File: src/rtl/dmem_arb_pkg.sv
// dmem_arb_pkg
// Shared types and default sizes for the data-memory arbiter.
//   arb_state_e : S_CPU gives the CPU port priority; S_DMA is the one-cycle forced DMA slot
//   grant_e     : which port owns the memory port this cycle
package dmem_arb_pkg;

    localparam int DEF_ADDRESS_WIDTH = 32;
    localparam int DEF_DATA_WIDTH    = 32;
    localparam int DEF_STARVE_LIMIT  = 4;

    typedef enum logic {
        S_CPU,
        S_DMA
    } arb_state_e;

    typedef enum logic [1:0] {
        GNT_NONE,
        GNT_CPU,
        GNT_DMA
    } grant_e;

endpackage

File: src/rtl/dmem_arb_fsm.sv
// dmem_arb_fsm
// Arbitration state, starvation counter and grant decode for dmem_arbiter.
// Ports:
//   clk, rst_n   : clock, asynchronous active-low reset
//   cpu_req_i    : CPU port request
//   dma_req_i    : DMA port request
//   grant_o      : port granted this cycle (combinational)
module dmem_arb_fsm
    import dmem_arb_pkg::*;
#(
    parameter int STARVE_LIMIT = DEF_STARVE_LIMIT
) (
    input  logic   clk,
    input  logic   rst_n,
    input  logic   cpu_req_i,
    input  logic   dma_req_i,
    output grant_e grant_o
);

    localparam int CNT_W = $clog2(STARVE_LIMIT + 1);

    arb_state_e       state_q, state_d;
    logic [CNT_W-1:0] starve_q, starve_d;
    logic [CNT_W-1:0] starve_inc;

    assign starve_inc = starve_q + CNT_W'(1);

    // Grant decode and next state. Nothing is granted while reset is held so
    // an access in flight cannot reach the memory. The counter only ever
    // holds values below the limit: the increment that would reach it moves
    // straight to the forced DMA slot instead.
    always_comb begin
        grant_o  = GNT_NONE;
        state_d  = S_CPU;
        starve_d = '0;
        if (rst_n) begin
            case (state_q)
                S_CPU: begin
                    if (cpu_req_i) begin
                        grant_o = GNT_CPU;
                    end else if (dma_req_i) begin
                        grant_o = GNT_DMA;
                    end
                    if (grant_o == GNT_CPU && dma_req_i) begin
                        if (starve_inc == CNT_W'(STARVE_LIMIT)) begin
                            state_d = S_DMA;
                        end else begin
                            starve_d = starve_inc;
                        end
                    end
                end
                S_DMA: begin
                    if (dma_req_i) begin
                        grant_o = GNT_DMA;
                    end else if (cpu_req_i) begin
                        grant_o = GNT_CPU;
                    end
                end
                default: begin
                    grant_o = GNT_NONE;
                end
            endcase
        end
    end

    always_ff @(posedge clk or negedge rst_n) begin
        if (!rst_n) begin
            state_q  <= S_CPU;
            starve_q <= '0;
        end else begin
            state_q  <= state_d;
            starve_q <= starve_d;
        end
    end

endmodule

File: src/rtl/dmem_arbiter.sv
// dmem_arbiter
// Shares the data memory's single load/store port between the CPU memory
// stage (fixed priority) and a DMA block-transfer port, with a starvation
// guarantee for DMA.
// Ports:
//   clk, rst_n                                   : clock, asynchronous active-low reset
//   cpu_req/we/byte/addr/wdata -> cpu_rdata      : CPU port, zero-latency when granted
//   cpu_stall                                    : CPU request not serviced this cycle
//   dma_req/we/byte/addr/wdata -> dma_ack        : DMA port, request held until ack
//   dma_rvalid, dma_rdata                        : registered DMA load data, one cycle after ack
//   mem_we, mem_addr_mode, mem_a, mem_wd, mem_rd : memory port (mem_rd combinational)
//   err_misalign                                 : sticky misaligned-word flag
// Build option: DMEM_ARB_ALIGN_CHECK_EN enables the misaligned-word check and
// the err_misalign port; without it misaligned accesses pass to memory.
module dmem_arbiter
    import dmem_arb_pkg::*;
#(
    parameter int ADDRESS_WIDTH = DEF_ADDRESS_WIDTH,
    parameter int DATA_WIDTH    = DEF_DATA_WIDTH,
    parameter int STARVE_LIMIT  = DEF_STARVE_LIMIT
) (
    input  logic                     clk,
    input  logic                     rst_n,
    input  logic                     cpu_req,
    input  logic                     cpu_we,
    input  logic                     cpu_byte,
    input  logic [ADDRESS_WIDTH-1:0] cpu_addr,
    input  logic [DATA_WIDTH-1:0]    cpu_wdata,
    output logic [DATA_WIDTH-1:0]    cpu_rdata,
    output logic                     cpu_stall,
    input  logic                     dma_req,
    input  logic                     dma_we,
    input  logic                     dma_byte,
    input  logic [ADDRESS_WIDTH-1:0] dma_addr,
    input  logic [DATA_WIDTH-1:0]    dma_wdata,
    output logic                     dma_ack,
    output logic                     dma_rvalid,
    output logic [DATA_WIDTH-1:0]    dma_rdata,
`ifdef DMEM_ARB_ALIGN_CHECK_EN
    output logic                     err_misalign,
`endif
    output logic                     mem_we,
    output logic                     mem_addr_mode,
    output logic [ADDRESS_WIDTH-1:0] mem_a,
    output logic [DATA_WIDTH-1:0]    mem_wd,
    input  logic [DATA_WIDTH-1:0]    mem_rd
);

    grant_e                  grant;
    logic                    sel_we;
    logic                    sel_byte;
    logic [ADDRESS_WIDTH-1:0] sel_addr;
    logic [DATA_WIDTH-1:0]   sel_wdata;
    logic                    misalign;
    logic [DATA_WIDTH-1:0]   rd_eff;
    logic                    dma_rd_fire;
    logic                    dma_rvalid_q, dma_rvalid_d;
    logic [DATA_WIDTH-1:0]   dma_rdata_q, dma_rdata_d;

    dmem_arb_fsm #(
        .STARVE_LIMIT (STARVE_LIMIT)
    ) u_fsm (
        .clk       (clk),
        .rst_n     (rst_n),
        .cpu_req_i (cpu_req),
        .dma_req_i (dma_req),
        .grant_o   (grant)
    );

    // Route the granted port onto the memory port; idle port drives zeros.
    always_comb begin
        sel_we    = 1'b0;
        sel_byte  = 1'b0;
        sel_addr  = '0;
        sel_wdata = '0;
        case (grant)
            GNT_CPU: begin
                sel_we    = cpu_we;
                sel_byte  = cpu_byte;
                sel_addr  = cpu_addr;
                sel_wdata = cpu_wdata;
            end
            GNT_DMA: begin
                sel_we    = dma_we;
                sel_byte  = dma_byte;
                sel_addr  = dma_addr;
                sel_wdata = dma_wdata;
            end
            default: begin
                sel_we = 1'b0;
            end
        endcase
    end

`ifdef DMEM_ARB_ALIGN_CHECK_EN
    logic err_misalign_q;

    // A misaligned word access is still granted, but neither writes memory
    // nor returns memory data.
    assign misalign = (grant != GNT_NONE) && !sel_byte && (sel_addr[1:0] != 2'b00);

    always_ff @(posedge clk or negedge rst_n) begin
        if (!rst_n) begin
            err_misalign_q <= 1'b0;
        end else if (misalign) begin
            err_misalign_q <= 1'b1;
        end
    end

    assign err_misalign = err_misalign_q;
`else
    assign misalign = 1'b0;
`endif

    assign mem_we        = sel_we & ~misalign & rst_n;
    assign mem_addr_mode = sel_byte;
    assign mem_a         = sel_addr;
    assign mem_wd        = sel_wdata;

    assign rd_eff    = misalign ? '0 : mem_rd;
    assign cpu_rdata = (grant == GNT_CPU) ? rd_eff : '0;
    assign cpu_stall = cpu_req & (grant != GNT_CPU);
    assign dma_ack   = (grant == GNT_DMA);

    // DMA load data is captured at the edge ending the grant cycle and held
    // until the next DMA load; the valid strobe lasts one cycle.
    assign dma_rd_fire  = dma_ack & ~dma_we;
    assign dma_rvalid_d = dma_rd_fire;
    assign dma_rdata_d  = dma_rd_fire ? rd_eff : dma_rdata_q;

    always_ff @(posedge clk or negedge rst_n) begin
        if (!rst_n) begin
            dma_rvalid_q <= 1'b0;
            dma_rdata_q  <= '0;
        end else begin
            dma_rvalid_q <= dma_rvalid_d;
            dma_rdata_q  <= dma_rdata_d;
        end
    end

    assign dma_rvalid = dma_rvalid_q;
    assign dma_rdata  = dma_rdata_q;

endmodule
File: config.mk
export PLATFORM = sky130hd
export DESIGN_NAME = dmem_arbiter
export DESIGN_NICKNAME = d
export VERILOG_FILES = /design/src/rtl/dmem_arb_pkg.sv /design/src/rtl/dmem_arb_fsm.sv /design/src/rtl/dmem_arbiter.sv
export SDC_FILE = /design/constraint.sdc
export NUM_CORES = 1
export LEC_CHECK = 0
export BUFFER_PORTS_ARGS = -buffer_cell sky130_fd_sc_hd__buf_2
export CAP_MARGIN = 20
export CELL_PAD_IN_SITES_DETAIL_PLACEMENT = 0
export CELL_PAD_IN_SITES_GLOBAL_PLACEMENT = 2
export CORE_UTILIZATION = 16
export CTS_CLUSTER_DIAMETER = 40
export DETAILED_ROUTE_END_ITERATION = 8
export GPL_ROUTABILITY_DRIVEN = 0
export MAX_ROUTING_LAYER = met4
export PLACE_DENSITY = 0.75
export SLEW_MARGIN = 20
export SYNTH_ARGS = -nofsm -noshare
export SYNTH_HDL_FRONTEND = slang
export SYNTH_HIERARCHICAL = 1
export SYNTH_SLANG_ARGS = --single-unit
File: constraint.sdc
create_clock -name clk -period 1.75 [get_ports clk]
set_input_delay 0.175 -clock clk [delete_from_list [all_inputs] [get_ports clk]]
set_output_delay 0.175 -clock clk [all_outputs]
set_load 0.1 [all_outputs]
# Yosys cells after proc, flatten, opt, wreduce, memory -nomap -nowiden
# Index checks and enable logic that the tools add are counted.
dict set report totals {
  regBits 37
  in_bits 168
  output_inout_bits 133
  wordCells 37
}
dict set report op_classes {
  n_reduce_logical 1
  mux 21
  n_addsub 1
  bitwise_logic 5
  eq_ne 5
}
# operator count
set op_table {}
lappend op_table {{$pmux 32 s2} 2}
lappend op_table {{$mux 32} 1}
lappend op_table {{$mux 2} 6}
lappend op_table {{$mux 3} 4}
lappend op_table {{$mux 1} 5}
lappend op_table {{$eq 2x1->1 const B} 2}
lappend op_table {{$pmux 1 s2} 2}
lappend op_table {{$pmux 2 s2} 1}
lappend op_table {{$add 3x1->3 const B} 1}
lappend op_table {{$and 1x1->1} 3}
lappend op_table {{$eq 3x3->1 const B} 1}
lappend op_table {{$eq 2x2->1 const B} 1}
lappend op_table {{$ne 2x1->1 const B} 1}
lappend op_table {{$not 1->1} 2}
lappend op_table {{$logic_and 1x1->1} 1}

# Longest topological paths before layout
dict set report depth {
  ltp_word 9
  ltp_mapped 8
  depth_no_buf 6
}

# Modules after synthesis
# Netlist, hierarchy kept.
# module instances area_each_um2 cells_each seq_area_each_um2
set by_module_without_submodules {}
lappend by_module_without_submodules {dmem_arbiter 1 2489.9 266 825.8}
lappend by_module_without_submodules {dmem_arb_fsm 1 225.2 19 100.1}

# Worst setup path before layout
# OpenSTA, ideal clock, no wires.
dict set report synth_path {
  path_kind {reg2out}
  start {register u_fsm.state_q}
  end {output mem_we}
  setup_slack_ns -1.749
  arrival_time_ns 3.324
  path_stages_with_launch 6
  t_required_ns 1.575
  path_buffers 1
  cell_sequence {dfrtp_1 -> a21oi_1 -> inv_1 -> ha_1 -> buf_2 -> nor3b_1}
}
dict set report synth_between {
  elab_chain_len 6
  word_cells_on_any_way 7
  classes_between {eq/ne: 2; mux: 3; bitwise: 2}
}
# item line
set synth_lines {}
lappend synth_lines {{start: declaration} dmem_arb_fsm.sv:22} ;# arb_state_e state_q, state_d;
lappend synth_lines {{start signal: assignment} dmem_arb_fsm.sv:71} ;# state_q <= state_d;
lappend synth_lines {{$not 1->1} dmem_arb_fsm.sv:37} ;# case (state_q)
lappend synth_lines {{$pmux 2 s2 *} dmem_arb_fsm.sv:37}
lappend synth_lines {{$mux 2 *} dmem_arb_fsm.sv:36} ;# if (rst_n) begin
lappend synth_lines {{named net grant[0]} dmem_arbiter.sv:49} ;# grant_e grant;
lappend synth_lines {{$eq 2x2->1 / $eq 2x1->1 (equally long branches)} dmem_arbiter.sv:76} ;# case (grant)
lappend synth_lines {{$pmux 1 s2 *} dmem_arbiter.sv:76}
lappend synth_lines {{$and 1x1->1 *} dmem_arbiter.sv:115} ;# assign mem_we = sel_we & ~misalign & rst_n;
lappend synth_lines {{end: declaration} dmem_arbiter.sv:42} ;# output logic mem_we,
# Mark *: on every way through the listed nets, which the timed path passes. The rest lies on a longest branch.

# Final worst setup path
dict set report layout_path {
  start {register u_fsm.state_q}
  end {output mem_wd[6]}
}
dict set report layout_between {
  elab_chain_len 5
  word_cells_on_any_way 6
  classes_between {eq/ne: 2; mux: 3; bitwise: 1}
}
# item line
set layout_lines {}
lappend layout_lines {{$not 1->1} dmem_arb_fsm.sv:37}
lappend layout_lines {{$pmux 2 s2 *} dmem_arb_fsm.sv:37}
lappend layout_lines {{$mux 2 *} dmem_arb_fsm.sv:36}
lappend layout_lines {{named net grant[1]} dmem_arbiter.sv:49}
lappend layout_lines {{$eq 2x2->1 / $eq 2x1->1 (equally long branches)} dmem_arbiter.sv:76}
lappend layout_lines {{$pmux 32 s2 *} dmem_arbiter.sv:76}
lappend layout_lines {{end: declaration} dmem_arbiter.sv:45} ;# output logic [DATA_WIDTH-1:0] mem_wd,
# Marks and branches as above.

==> qor.csv <==
stage;metric;value;unit
status;status;finished, violations left;
status;violations;negative setup slack;
worst_setup_path;rrSetupSlack;0.08;ns
power;p_leak;3.25;nW
yosys;yosys-top-cells-count;a22oi_1 (66), nor2_1 (66), dfrtp_1 (37), and2_1 (32), mux2_4 (29);
timing;max_clock_freq;470;MHz
worst_setup_path;startpoint_type;flop;
finish;seq_area;926;µm²
yosys;ys_top_cells_by_area;dfrtp_1 (34%), a22oi_1 (18%), mux2_4 (16%);
timing;slew_violations;0;
grt;grt_max_degree;38;
worst_setup_path;critPathKind;reg2out;
worst_setup_path;rr_endpoint;dma_rdata[27];
timing;fin_ws;-0.379;ns
grt;grt_pass1_wl;20.1;mm
finish;nets;784;
finish;syn_to_final_growth;179;%
routing;antenna_left;0;
power;power_density;754;nW/µm²
clocking;clock_latency;0.28;ns
worst_setup_path;critPathCaptureType;output port;
clocking;h-tree-depth;2;
yosys;synthArstFlopShare;100;%
die;die_h;132;µm
placement;io_buffers;300;
grt;gr-usage-all-layers;14.7;%
die;fp.dieW;132;µm
routing;drt-initial-drc-count;73;
routing;vias;3515;
yosys;synth_ff_type;dfrtp_1;
clocking;clockRootBuffer;clkbuf_16;
yosys;yosysTopAreaCell;dfrtp_1;
min_path;hold_class;in2async;
clocking;cts_sinks;37;
yosys;synth_cells;285;
grt;antenna_found_initial;0;
clocking;clockBufferDepth;2;
worst_setup_path;crit_arrival;1.95;ns
yosys;ys_ff_latch;37;
finish;instances_no_fill;832;
clocking;path_clk_slew;0.05;ns
finish;n_antenna_cell;0;
yosys;ys_seq_area_share;34.1;%
placement;pre_cts_ws;-0.186;ns
timing;tightest_slew;0.502;ns
worst_setup_path;required;1.57;ns
grt;grt_pass1_vias;3776;
timing;slew_headroom;66.8;%
yosys;syn_avg_cell_area;9.53;µm²
finish;fin_util;45.6;%
yosys;synth_edf_count;0;
timing;setup_viol;100;
clocking;cts_tree;built;
run;max-cap-violations;0;
die;start_util;16.4;%
finish;drive_gt1_share;90.7;%
power;ir_drop;0.582;mV
placement;placedCellCount;807;
worst_setup_path;critPathMaxFanout;8;
timing;timing.hold.ws;0.00574;ns
die;die_area;17500;µm²
clocking;cts_inserted_buffers;5;
die;fp.coreArea;16600;µm²
yosys;syn_nets;458;
routing;drc;0;
finish;multi_input_area;2500;µm²
yosys;synth_top_area_share;34.1;%
yosys;yosysWarnings;6;
die;rows;47;
timing;clock_skew;0.00583;ns
routing;wl_per_cell;16.1;µm
timing;hold_viol_final;0;
yosys;yosysUniqueCellTypes;25;
routing;wl;13.4;mm
finish;fillCellCount;1506;
timing;fin_crit_sh;122;%
placement;dp.final_hpwl;10.6;mm
power;power;5.71;mW
worst_setup_path;timing.reg2reg.worst_path_depth;7;
yosys;netlist_area;2720;µm²
worst_setup_path;r2r_start;u_fsm/state_q;
routing;firstDrtPassIters;4;
timing;finalCriticalPeriod;2.13;ns
timing;rsz0062_at_grt;true;
die;ios;301;
routing;via_per_inst;4.22;
grt;overflow;0;
-- cell families after synthesis --
family / count (synthesis) / share of synthesized area [%]
and+or+nand+nor: 106 / 19.0
AOI/OAI and AO/OA: 69 / 19.1
DFF: 37 / 34.1
buffers and inverters: 34 / 7.56
muxes: 32 / 17.3
adders and majority gates: 5 / 2.30
xor gates and xnor gates: 2 / 0.645
-- area by class of cell --
| cell class | count | share of cell area [%] |
|---|---|---|
| clock buffer | 5 | 1.65 |
| tap | 220 | 3.64 |
| timing repair buffer | 348 | 48.8 |
| clock inverter | 3 | 0.281 |
| sequential | 37 | 12.2 |
| multi-input combinational | 214 | 33.1 |
| inverter | 5 | 0.248 |
-- flip-flops by register name, indices dropped and copies added (netlist names) --
| register | count |
|---|---|
| dma_rdata | 32 |
| u_fsm/starve_q | 3 |
| dma_rvalid | 1 |
| u_fsm/state_q | 1 |
-- worst max path at each step --
stage,startpoint,endpoint,slack (ns),cells past startpoint
finish,u_fsm/state_q,mem_wd[6],-0.38,10
global route,u_fsm/state_q,mem_wd[6],-0.45,10
CTS,u_fsm/state_q,mem_wd[24],-0.42,10
detailed placement,u_fsm/state_q,mem_wd[29],-0.19,9
global placement,u_fsm/state_q,mem_wd[28],-0.14,9
floorplan,u_fsm/state_q,mem_wd[2],-0.33,7
-- metrics by stage --
stage                     cell area (µm²)  setup TNS (ns)
after CTS                            7340          -34.00
after global placement               6840           -8.16
after global routing                 7560          -36.97
after detailed placement             6840           -9.28
after floorplan                      3580          -20.53
final                                7560          -29.67
-- timing repair --
item | in CTS | in global routing
endpoints found under the setup margin | 104 | 103
gates resized for setup | 56 | 23
setup buffers | 10 | 2
gates cloned | 2 | 4
endpoints found under the hold margin | 1 | 0
pin swaps | 2 | 17
hold buffers | 1 | 0
-- layer usage --
| metal | track usage [%] | part of all wire (%) |
|---|---|---|
| met1 | 15.7 | 37 |
| met2 | 28.4 | 56 |
| met3 | 2.38 | 5.8 |
| met4 | 3.00 | 1.2 |
| met5 | - | 0 |
-- cells in the final DEF, fill, tap and decap left out, drive strengths merged --
cell type / n
a211oi: 1
a21oi: 2
a22oi: 66
and2: 32
buf: 343
clkbuf: 9
clkinv: 1
clkinvlp: 1
dfrtp: 37
dlygate4sd3: 1
ha: 5
inv: 6
mux2: 32
nand2: 2
nand2b: 1
nand4b: 1
nor2: 66
nor2b: 1
nor3: 1
nor3b: 2
xnor2: 1
xor2: 1
-- worst max-delay path, stage by stage (launching register included) --
cell and delay, ns:
dfrtp_1 0.42, inv_2 0.06, a21oi_4 0.15, buf_6 0.12, ha_4 0.14, buf_12 0.14
buf_12 0.14, a22oi_2 0.07, buf_4 0.14, nor2_4 0.11, buf_12 0.18
-- report_power, final --
part | leakage (nW) | switching [mW] | internal [mW]
Clock | 0.0702 | 0.359 | 0.530
Combinational | 2.73 | 2.60 | 1.08
Sequential | 0.456 | 0.101 | 1.04
Note: power is estimated with default switching activity, not from simulation.
